[src/rtl/clockgen_param_pkg.sv]
// Shared defaults, the ST-compatible timing preset and the bus-cycle phase helper
// used by the clock generator and anything that needs to predict its phase chain.
package clockgen_param_pkg;

    localparam int DEF_NDIV        = 3;
    localparam int DEF_CYC_LEN     = 16;
    localparam int DEF_NPHASE      = 8;
    localparam int DEF_ADDRSEL_TAP = 5;
    localparam int DEF_CYCSEL_TAP  = 7;
    localparam int DEF_LATCH_TAP   = 1;

    typedef struct packed {
        logic [7:0] cyc_len;
        logic [7:0] nphase;
        logic [7:0] addrsel_tap;
        logic [7:0] cycsel_tap;
        logic [7:0] latch_tap;
    } preset_t;

    localparam preset_t ST_PRESET = '{
        cyc_len:     8'(DEF_CYC_LEN),
        nphase:      8'(DEF_NPHASE),
        addrsel_tap: 8'(DEF_ADDRSEL_TAP),
        cycsel_tap:  8'(DEF_CYCSEL_TAP),
        latch_tap:   8'(DEF_LATCH_TAP)
    };

    // Tap k is high for the half cycle starting k ticks after the cycle start.
    function automatic logic phase_active(input int unsigned cnt,
                                          input int unsigned k,
                                          input int unsigned len);
        int unsigned lag;
        lag = (cnt + len - k) % len;
        return lag < (len / 2);
    endfunction

endpackage

[src/rtl/clockgen_param_clkdiv_chain.sv]
// Free-running binary divider: registered divided levels plus one-tick enables
// marking the tick in which dcnt[k:0] is all ones.
module clockgen_param_clkdiv_chain #(
    parameter int NDIV = 3
) (
    input  logic            clk,
    input  logic            rst_n,
    input  logic            clr,
    output logic [NDIV-1:0] div,
    output logic [NDIV-1:0] div_en,
    output logic [NDIV-1:0] div_en_nxt
);

    logic [NDIV-1:0] dcnt_q, dcnt_d;
    logic [NDIV-1:0] div_en_q, div_en_d;

    always_comb begin
        dcnt_d = dcnt_q + NDIV'(1);
        if (clr) begin
            dcnt_d = '0;
        end
    end

    genvar gi;
    for (gi = 0; gi < NDIV; gi++) begin : g_en
        assign div_en_d[gi] = &dcnt_d[gi:0];
    end

    always_ff @(posedge clk or negedge rst_n) begin
        if (!rst_n) begin
            dcnt_q   <= '0;
            div_en_q <= '0;
        end else begin
            dcnt_q   <= dcnt_d;
            div_en_q <= div_en_d;
        end
    end

    assign div        = dcnt_q;
    assign div_en     = div_en_q;
    assign div_en_nxt = div_en_d;

endmodule

[src/rtl/clockgen_param.sv]
// Bus-cycle timing generator: divider enables, phase chain, cycsel/latch strobes,
// a CPU speed switch that only moves on cycle boundaries, and genlock resync.
module clockgen_param
    import clockgen_param_pkg::*;
#(
    parameter int NDIV        = DEF_NDIV,
    parameter int CYC_LEN     = DEF_CYC_LEN,
    parameter int NPHASE      = DEF_NPHASE,
    parameter int ADDRSEL_TAP = DEF_ADDRSEL_TAP,
    parameter int CYCSEL_TAP  = DEF_CYCSEL_TAP,
    parameter int LATCH_TAP   = DEF_LATCH_TAP
) (
    input  logic                       clk32,
    input  logic                       resb,
    input  logic                       turbo,
    input  logic                       resync,
    output logic [NDIV-1:0]            div,
    output logic [NDIV-1:0]            div_en,
    output logic                       cpu_en,
    output logic                       turbo_act,
    output logic [$clog2(CYC_LEN)-1:0] cyc_cnt,
    output logic                       cyc_start,
    output logic [NPHASE-1:0]          phase_time,
    output logic                       addrsel,
    output logic                       cycsel,
    output logic                       cycsel_en,
    output logic                       latch
);

    localparam int CW = $clog2(CYC_LEN);
    localparam logic [CW-1:0] CYC_LAST = CW'(CYC_LEN - 1);

    logic [CW-1:0]     cyc_cnt_q, cyc_cnt_d;
    logic              cyc_start_q, cyc_start_d;
    logic [NPHASE-1:0] time_q, time_d;
    logic              cycsel_q, cycsel_d;
    logic              latch_q, latch_d;
    logic              turbo_act_q, turbo_act_d;
    logic              cpu_en_q, cpu_en_d;
    logic              at_last;
    logic              resync_eff;
    logic [NDIV-1:0]   div_en_nxt;

    // Resync at tick 0 is ignored so the cycle is never stretched.
    assign at_last    = (cyc_cnt_q == CYC_LAST);
    assign resync_eff = resync && (cyc_cnt_q != '0);

    clockgen_param_clkdiv_chain #(
        .NDIV(NDIV)
    ) u_clkdiv_chain (
        .clk        (clk32),
        .rst_n      (resb),
        .clr        (resync_eff),
        .div        (div),
        .div_en     (div_en),
        .div_en_nxt (div_en_nxt)
    );

    always_comb begin
        cyc_cnt_d   = cyc_cnt_q + CW'(1);
        turbo_act_d = turbo_act_q;
        if (resync_eff || at_last) begin
            cyc_cnt_d   = '0;
            turbo_act_d = turbo;
        end
        cyc_start_d = (cyc_cnt_d == '0);
        cycsel_d    = time_q[CYCSEL_TAP];
        latch_d     = time_q[ADDRSEL_TAP] & ~time_q[LATCH_TAP];
    end

    // Select on the post-edge speed so a switch never splits or doubles a pulse.
    always_comb begin
        cpu_en_d = turbo_act_d ? div_en_nxt[0] : div_en_nxt[1];
    end

    genvar gi;
    for (gi = 0; gi < NPHASE; gi++) begin : g_phase
        assign time_d[gi] = phase_active(32'(cyc_cnt_d), gi, CYC_LEN);
    end

    always_ff @(posedge clk32 or negedge resb) begin
        if (!resb) begin
            cyc_cnt_q   <= '0;
            cyc_start_q <= 1'b1;
            time_q      <= '0;
            cycsel_q    <= 1'b0;
            latch_q     <= 1'b0;
            turbo_act_q <= 1'b0;
            cpu_en_q    <= 1'b0;
        end else begin
            cyc_cnt_q   <= cyc_cnt_d;
            cyc_start_q <= cyc_start_d;
            time_q      <= time_d;
            cycsel_q    <= cycsel_d;
            latch_q     <= latch_d;
            turbo_act_q <= turbo_act_d;
            cpu_en_q    <= cpu_en_d;
        end
    end

    assign cyc_cnt    = cyc_cnt_q;
    assign cyc_start  = cyc_start_q;
    assign phase_time = time_q;
    assign addrsel    = time_q[ADDRSEL_TAP];
    assign cycsel     = cycsel_q;
    assign cycsel_en  = time_q[CYCSEL_TAP] & ~cycsel_q;
    assign latch      = latch_q;
    assign turbo_act  = turbo_act_q;
    assign cpu_en     = cpu_en_q;

endmodule

[config.mk]
export PLATFORM = sky130hd
export DESIGN_NAME = clockgen_param
export DESIGN_NICKNAME = d
export VERILOG_FILES = /design/src/rtl/clockgen_param_pkg.sv /design/src/rtl/clockgen_param_clkdiv_chain.sv /design/src/rtl/clockgen_param.sv
export SDC_FILE = /design/constraint.sdc
export NUM_CORES = 1
export LEC_CHECK = 0
export ABC_AREA = 1
export ABC_CLOCK_PERIOD_IN_PS = 2600
export CORE_UTILIZATION = 52
export CTS_BUF_LIST = sky130_fd_sc_hd__clkbuf_4
export CTS_CLUSTER_DIAMETER = 200
export DETAILED_ROUTE_END_ITERATION = 10
export HOLD_SLACK_MARGIN = 0.02
export PLACE_DENSITY = 0.86
export SYNTH_ARGS = -nofsm -noshare
export SYNTH_HDL_FRONTEND = slang
export SYNTH_HIERARCHICAL = 1
export SYNTH_SLANG_ARGS = --single-unit
[constraint.sdc]
create_clock -name clk32 -period 2.6 [get_ports clk32]
set_clock_uncertainty 0.05 [all_clocks]
set_input_delay 0.52 -clock clk32 [delete_from_list [all_inputs] [get_ports clk32]]
set_output_delay 0.52 -clock clk32 [all_outputs]
set_load 0.01 [all_outputs]
==> results.json <==
{
  "synth_area_leaders": "dfrtp_1 (53%), nand2_1 (8.6%), inv_1 (6.0%)",
  "vias": 741,
  "core_um2": 1764,
  "cts_max_path_buffers": 2,
  "sw_frac_of_total": 0.3803,
  "io_pins": 29,
  "yosys.area.top_type": "dfrtp_1",
  "die_y_um": 45.85,
  "drc": 0,
  "p_leak_nw": 0.7071,
  "dp_hpwl_um": 1315,
  "n_antenna_cell": 0,
  "hold_viol": 0,
  "n_fill_cell": 130,
  "crit_arrival_ns": 1.38,
  "cts_num_sinks": 22,
  "tightest_slew_ns": 0.5151,
  "die_w_um": 45.85,
  "seq_area_um2": 551.8,
  "ys_ff_latch": 22,
  "overflow": 0,
  "drtIter0Drc": 10,
  "path_class": "reg -> out",
  "status": "completed",
  "synth_common_cells": "nand2_1 (23), dfrtp_1 (21), inv_1 (16), nor2_1 (10), nand3_1 (6)",
  "htreeDepth": 1,
  "cts_tree": "done",
  "synth-main-ff-cell": "dfrtp_1",
  "cts_root_buf": "clkbuf_4",
  "netlist.area_leader.share": 0.5257,
  "drt.antenna.violating_nets": 0,
  "cts_buffers": 3,
  "grtUsageTotal": 0.2043,
  "setup_tns_ns": 0,
  "viasPerCell": 4.690,
  "hold_class": "reg -> reg",
  "worst-path-max-fanout": 5,
  "yosysWarnings": 6,
  "pwr-share-clk": 0.151,
  "crit_family": "buffers and inverters",
  "critPathRequiredTime_ns": 2.03,
  "finalSetupViolations": 0,
  "whs_endpoint": "cycsel",
  "finalPower_mw": 1.713,
  "power_frac_comb": 0.516,
  "syn_area_per_cell_um2": 9.706,
  "drt_pre_antenna_iters": 4,
  "crit_path_cell_trace": "clkdlybuf4s50_1",
  "synth_async_sr_flop_share": 1.000,
  "critPathBufInv": 1,
  "dieArea_um2": 2102,
  "wl_per_cell_um": 11.19,
  "clk_latency_ns": 0.31,
  "period_minus_slack_ns": 1.948,
  "critical-path-max-stage-delay_ns": 0.58,
  "ys_types": 19,
  "cts-resized-gates": 0,
  "holdPathStages": 0,
  "hold_start": "phase_time[7]",
  "cts_setup_buffers": 0,
  "p_sw_mw": 0.6515,
  "syn_inst": 103,
  "r2r_start": "cyc_cnt[0]",
  "layout-drive-gt1-share": 0.1353,
  "hold_buffers": 0,
  "start_util": 0.5667,
  "antenna_found_initial": 0,
  "area_delta_synth_final_pct": 34.92,
  "reg2reg_slack_ns": 0.83,
  "io_buffers": 28,
  "synth.cell_area_um2": 999.7,
  "synth-edff-count": 0,
  "grt_max_degree": 14,
  "max_freq_mhz": 513.2,
  "ys_seq_area_frac": 0.5519,
  "post-route-period-util": 0.7494,
  "p_int_mw": 1.062,
  "multi_input_area_um2": 361.6,
  "yosysMostFrequentCell": "nand2_1",
  "peakVddDrop_v": 0.0006909,
  "place_congestion": 0.8063,
  "first_global_vias": 677,
  "reg2reg_depth": 6,
  "reg2reg_to": "phase_time[4]",
  "utilization": 0.7645,
  "p_per_area_nw_per_um2": 1270,
  "sequentialPowerShare": 0.333,
  "rows": 15,
  "synth_nets": 111,
  "rsz0062_at_grt": "false",
  "timing.max_cap.violations": 0,
  "slowest_stage": "clkdlybuf4s50_1",
  "path_clk_slew_ns": 0.12,
  "critPathLaunchType": "flip-flop",
  "relSlewSlack": 0.6555,
  "maxSlewViolCount": 0,
  "wl_um": 1768,
  "grt_pass1_wl_um": 2973,
  "nets": 142,
  "endpoint_kind": "output port"
}
layout make-up:
type                            instances  area share
Sequential cell                        22      0.4091
Multi-Input combinational cell         61      0.2681
Timing Repair Buffer                   29      0.2134
Inverter                               17     0.04731
Tap cell                               25     0.02319
Clock inverter                          1     0.02226
Clock buffer                            3     0.01670
flip-flops by register name, summed over array words and instances, names as in the netlist:
signal / cells
u_clkdiv_chain/div: 2
turbo_act: 1
phase_time: 8
cycsel: 1
cyc_start: 1
latch: 1
cpu_en: 1
cyc_cnt: 4
u_clkdiv_chain/div_en: 3
stage by stage:
| step | area (um^2) | setup WS [ns] | hold slack (ns) | std cells |
|---|---|---|---|---|
| after floorplan | 999.7 | 1.026 | 0.1744 | 103 |
| after CTS | 1349 | 0.6393 | 0.3631 | 158 |
| after global routing | 1349 | 0.5925 | 0.3795 | 158 |
| final | 1349 | 0.6516 | 0.3591 | 158 |
| after detailed placement | 1296 | 0.7107 | 0.3417 | 154 |
| after global placement | 1296 | 0.7538 | 0.3324 | 154 |
routing by layer:
| layer | wire length [um] | part of all wire | up-vias | GRT usage |
|---|---|---|---|---|
| met4 | 35 | 0.020 | 0 | 0.1000 |
| met2 | 843 | 0.48 | 27 | 0.3042 |
| met5 | 0 | 0 | - | 0 |
| met3 | 85 | 0.048 | 6 | 0.05952 |
| met1 | 804 | 0.45 | 336 | 0.2704 |
| li1 | - | - | 372 | - |
layout by cell type (no fill, tap or decap):
cell / count
nand2_4: 3
clkbuf_4: 3
nand2_1: 23
nand3_1: 6
o211ai_1: 1
nand4_1: 3
o21ai_0: 1
xor2_1: 1
inv_2: 1
xnor2_1: 1
nor2_8: 1
ha_1: 4
nor2_2: 1
buf_4: 1
nand2_2: 3
inv_1: 16
nor2_1: 10
dfrtp_1: 21
nand3_2: 3
bufinv_16: 1
dfstp_2: 1
clkdlybuf4s50_1: 28
power by group through the flow:
| stage | combinational, mW | sequential [mW] | clock [mW] |
|---|---|---|---|
| 5_1_grt | 0.980 | 0.588 | 0.278 |
| 2_1_floorplan | 0.458 | 0.636 | 0 |
| 3_3_place_gp | 0.855 | 0.572 | 0 |
| 4_1_cts | 0.891 | 0.573 | 0.262 |
| 3_5_place_dp | 0.881 | 0.581 | 0 |
| 6_report | 0.885 | 0.571 | 0.258 |
logic make-up after synthesis:
| family | synth area share |
|---|---|
| AO/OA/AOI/OAI | 0.01251 |
| XOR/XNOR | 0.01753 |
| AND/OR/NAND/NOR | 0.2816 |
| flip-flops | 0.5519 |
| buffers and inverters | 0.08636 |
| adder cells (fa/ha/maj) | 0.05006 |
how the worst max path moves through the flow:
stage,from,endpoint,slack [ns],cells after the start
after CTS,cyc_cnt[3],cyc_cnt[3],0.64,1
final,cyc_cnt[3],cyc_cnt[3],0.65,1
after global routing,cyc_cnt[0],cyc_cnt[0],0.59,1
after global placement,resync,phase_time[4],0.75,4
after floorplan,cyc_cnt[0],phase_time[4],1.03,6
after detailed placement,resync,phase_time[4],0.71,4
Note: power is estimated with default switching activity, not from simulation.
